--- src/rtl/calc_ctrl.sv ---
// Byte-oriented calculator controller: header, operand A, operand B, one ALU cycle, response.
// Define CALC_FLAG_BYTE_EN to send the compare flag as a second response byte.
module calc_ctrl #(
  parameter int N = 8
) (
  input  logic         clk,
  input  logic         rst_n,
  input  logic [7:0]   rx_data,
  input  logic         rx_valid,
  output logic         rx_ready,
  output logic [7:0]   tx_data,
  output logic         tx_valid,
  input  logic         tx_ready,
  output logic [3:0]   alu_op,
  output logic [N-1:0] alu_a,
  output logic [N-1:0] alu_b,
  input  logic [N-1:0] alu_y,
  input  logic         alu_flg,
  output logic         busy,
  output logic         err
);

  localparam logic [2:0] IDLE   = 3'd0;
  localparam logic [2:0] GET_A  = 3'd1;
  localparam logic [2:0] GET_B  = 3'd2;
  localparam logic [2:0] EXEC   = 3'd3;
  localparam logic [2:0] SEND_Y = 3'd4;
`ifdef CALC_FLAG_BYTE_EN
  localparam logic [2:0] SEND_F = 3'd5;
`endif

  logic [2:0]   state;
  logic [N-1:0] y_r;
  logic         f_r;
  logic         rx_xfer;
  logic         tx_xfer;

  assign rx_ready = (state == IDLE) || (state == GET_A) || (state == GET_B);
  assign busy     = (state != IDLE);
  assign rx_xfer  = rx_valid && rx_ready;
  assign tx_xfer  = tx_valid && tx_ready;

`ifdef CALC_FLAG_BYTE_EN
  assign tx_valid = (state == SEND_Y) || (state == SEND_F);
`else
  assign tx_valid = (state == SEND_Y);
`endif

  // Response byte comes straight from registered state, so it is stable while stalled.
  always_comb begin
    tx_data = '0;
    if (state == SEND_Y) tx_data[N-1:0] = y_r;
`ifdef CALC_FLAG_BYTE_EN
    else if (state == SEND_F) tx_data[0] = f_r;
`endif
  end

  always_ff @(posedge clk or negedge rst_n) begin
    if (!rst_n) begin
      state  <= IDLE;
      alu_op <= '0;
      alu_a  <= '0;
      alu_b  <= '0;
      y_r    <= '0;
      f_r    <= 1'b0;
      err    <= 1'b0;
    end else begin
      case (state)
        IDLE: if (rx_xfer && rx_data[7:4] == 4'hA) begin
          alu_op <= rx_data[3:0];
          err    <= 1'b0;
          state  <= GET_A;
        end
        GET_A: if (rx_xfer) begin
          alu_a <= rx_data[N-1:0];
          state <= GET_B;
        end
        GET_B: if (rx_xfer) begin
          alu_b <= rx_data[N-1:0];
          state <= EXEC;
        end
        EXEC: begin
          y_r   <= alu_y;
          f_r   <= alu_flg;
          if (alu_op[3]) err <= 1'b1;
          state <= SEND_Y;
        end
`ifdef CALC_FLAG_BYTE_EN
        SEND_Y: if (tx_xfer) state <= SEND_F;
        SEND_F: if (tx_xfer) state <= IDLE;
`else
        SEND_Y: if (tx_xfer) state <= IDLE;
`endif
        default: state <= IDLE;
      endcase
    end
  end

endmodule

--- config.mk ---
export PLATFORM = sky130hd
export DESIGN_NAME = calc_ctrl
export DESIGN_NICKNAME = d
export VERILOG_FILES = /design/src/rtl/calc_ctrl.sv
export SDC_FILE = /design/constraint.sdc
export NUM_CORES = 1
export LEC_CHECK = 0
export CAP_MARGIN = 20
export CORE_MARGIN = 2
export CORE_UTILIZATION = 40
export DETAILED_ROUTE_END_ITERATION = 6
export PLACE_DENSITY = 0.85
export SLEW_MARGIN = 0
export SYNTH_ARGS = -nofsm -noshare
export SYNTH_HDL_FRONTEND = slang
export SYNTH_SLANG_ARGS = --single-unit
--- constraint.sdc ---
create_clock -name clk -period 1.9 [get_ports clk]
set_clock_uncertainty 0.15 [all_clocks]
set_input_delay 0.38 -clock clk [delete_from_list [all_inputs] [get_ports clk]]
set_output_delay 0.38 -clock clk [all_outputs]
set_load 0.02 [all_outputs]
==> results.json, run 1 <==
{
  "status": "complete, but fails checks",
  "violations": "setup timing",
  "rsz0062_at_grt": "true",
  "drc_errors": 0,
  "num_antenna_cells": 0,
  "cp_max_fo": 5,
  "fin_nets": 183,
  "firstDrtPassIters": 4,
  "ys_ff_latch": 32,
  "wl_um": 3010,
  "wl_per_cell_um": 14.5,
  "syn_area_um2": 1350,
  "clkSinkCount": 32,
  "crit_required_ns": 1.37,
  "ant_nets": 0,
  "vdd_drop_max_mv": 0.644,
  "start_util": 0.411,
  "netlist_instances": 93,
  "synthFlopType": "dfrtp_1",
  "tightest_slew_ns": 0.399,
  "grt_pass1_vias": 997,
  "vias_per_cell": 4.63,
  "dieWidth_um": 62.1,
  "syn_avg_cell_area_um2": 14.5,
  "p_leak_nw": 0.934,
  "timing.final.crit_period_ns": 1.92,
  "relSlewSlack": 0.734,
  "grt_max_degree": 33,
  "die_area_um2": 3860,
  "cts_root_buf": "clkbuf_4",
  "ys_warn_count": 0,
  "fin_cells": 208,
  "cts_tree": "yes",
  "cts_max_path_buffers": 2,
  "boundaryPins": 53,
  "grt.total_usage": 0.166,
  "fillers": 264,
  "grt_pass1_wl_um": 4570,
  "seq_area_frac_synth": 0.593,
  "post-route-util": 0.640,
  "netlist.area_leader.share": 0.593,
  "ys_types": 23,
  "syn_nets": 114,
  "synth-edff-count": 0,
  "crit_arrival_ns": 1.39,
  "maxCapViolations": 0,
  "asyncSetResetFlopFracSynth": 1.00,
  "h-tree-depth": 2,
  "path_clk_slew_ns": 0.09,
  "cts-buffers-inserted": 5,
  "rr_worst_depth": 5,
  "hold_viol": 0,
  "yosysTopAreaCell": "dfrtp_1",
  "dp_hpwl_um": 2260,
  "setup.worst_path.start_class": "register",
  "post-place-cells": 200,
  "hold_path.class": "in2async",
  "antenna_found_initial": 0,
  "vias": 962,
  "drt_iter0_drc": 16,
  "clk-insertion-delay-late_ns": 0.31,
  "rows": 21,
  "timing.final.max_slew_violations": 0,
  "crit_type": "reg2out",
  "timing.fmax_mhz": 521,
  "io_buffers": 51,
  "synthTopCellsByArea": "dfrtp_1 59%, mux2_2 23%, and2_1 3.7%, nor3_4 1.2%, buf_2 1.1%",
  "setup_viol": 8,
  "endpoint_kind": "output port",
  "fin_ws_ns": -0.0179,
  "fin_crit_sh": 1.01,
  "die_y_um": 62.1,
  "core_um2": 3280,
  "powerDensity_nw_per_um2": 1540,
  "syn2layout_area_growth_pct": 55.6,
  "grt_overflow": 0,
  "drive_gt1_frac": 0.469,
  "routabilityCongestion": 0.695
}
flip-flops by register name, indices dropped and copies added, names as in the netlist:
name,flops
state,3
alu_b,8
alu_a,8
alu_op,4
y_r,8
err,1
synthesized netlist by cell type (all sizes together), types with 2 or more instances:
| cell | instances |
|---|---|
| and2 | 8 |
| buf | 4 |
| dfrtp | 32 |
| inv | 2 |
| mux2 | 28 |
| nor2 | 3 |
| nor3b | 2 |
report_power, final:
group          internal, mW  leakage (nW)  switching, mW
combinational         0.903         0.508          0.723
sequential             1.02         0.388          0.180
clock                 0.210        0.0374          0.203
total                  2.13         0.934           1.11
placed cells by master, fill, tap and decap left out, drive strengths merged, types with 2 or more instances in the layout:
cell type / n
clkbuf: 7
and2: 8
nor2: 3
dfrtp: 32
clkdlybuf4s50: 40
mux2: 28
inv: 2
buf: 26
nor3b: 2
final cells by class:
class | count | area [um^2] | share of cell area
well taps | 46 | 57.6 | 0.0274
repair buffers | 66 | 637 | 0.303
inverters | 2 | 7.51 | 0.00357
multi-input cells | 55 | 533 | 0.254
clock buffers | 7 | 65.1 | 0.0310
flip-flops and latches | 32 | 801 | 0.381
kinds of logic after synthesis:
kind of cell           synth area share
AOI/OAI and AO/OA                0.0278
buffers and inverters            0.0250
DFF                               0.593
muxes                             0.234
and+or+nand+nor                   0.120
metal layers:
| metal | track usage | share of wire | up-vias | wire length [um] |
|---|---|---|---|---|
| met5 | 0 | 0 | - | 0 |
| met4 | 0.0456 | 0.0076 | 0 | 23 |
| met3 | 0.0435 | 0.042 | 2 | 127 |
| met2 | 0.304 | 0.55 | 27 | 1670 |
| met1 | 0.189 | 0.39 | 470 | 1190 |
| li1 | - | - | 463 | - |
final timing paths:
kind | from | endpoint | slack, ns
min in group clk | alu_a[0] | alu_a[0] | 0.36
hold / removal | rst_n | state[2] | 0.32
max in group asynchronous | rst_n | alu_a[3] | 1.00
setup / recovery | state[0] | tx_data[3] | -0.02
setup reg to reg | state[0] | alu_b[4] | 0.22
hold reg to reg | alu_a[0] | alu_a[0] | 0.36
repair_timing:
action	in CTS	in global routing
hold buffers	0	0
buffers inserted	0	0
cloned	1	0
pin swaps	5	0
setup endpoints to repair	11	10
resized for setup	67	4
worst max-delay path: stages (launching register included):
cell     delay (ns)
dfrtp_1        0.41
nor3b_2        0.23
buf_4          0.18
and2_1         0.14
buf_6          0.12
stage by stage:
stage	cell area, um^2	hold WS, ns	power, mW	TNS, ns	worst slack, ns
finish	2100	0.316	3.23	-0.0472	-0.0179
global route	2100	0.340	3.44	-0.557	-0.0719
CTS	2100	0.310	3.27	-0.167	-0.0270
detailed placement	2010	0.332	2.82	-2.78	-0.126
global placement	2010	0.331	2.74	-1.98	-0.109
floorplan	1350	-0.0656	2.02	0	0.0204
Note: power is estimated with default switching activity, not from simulation.
==> inputs of run 2 (changes only) <==
- CTS_CLUSTER_SIZE: unset -> 30
==> results of run 2 <==
Final layout, timing and power as in run 1 (identical DEF).
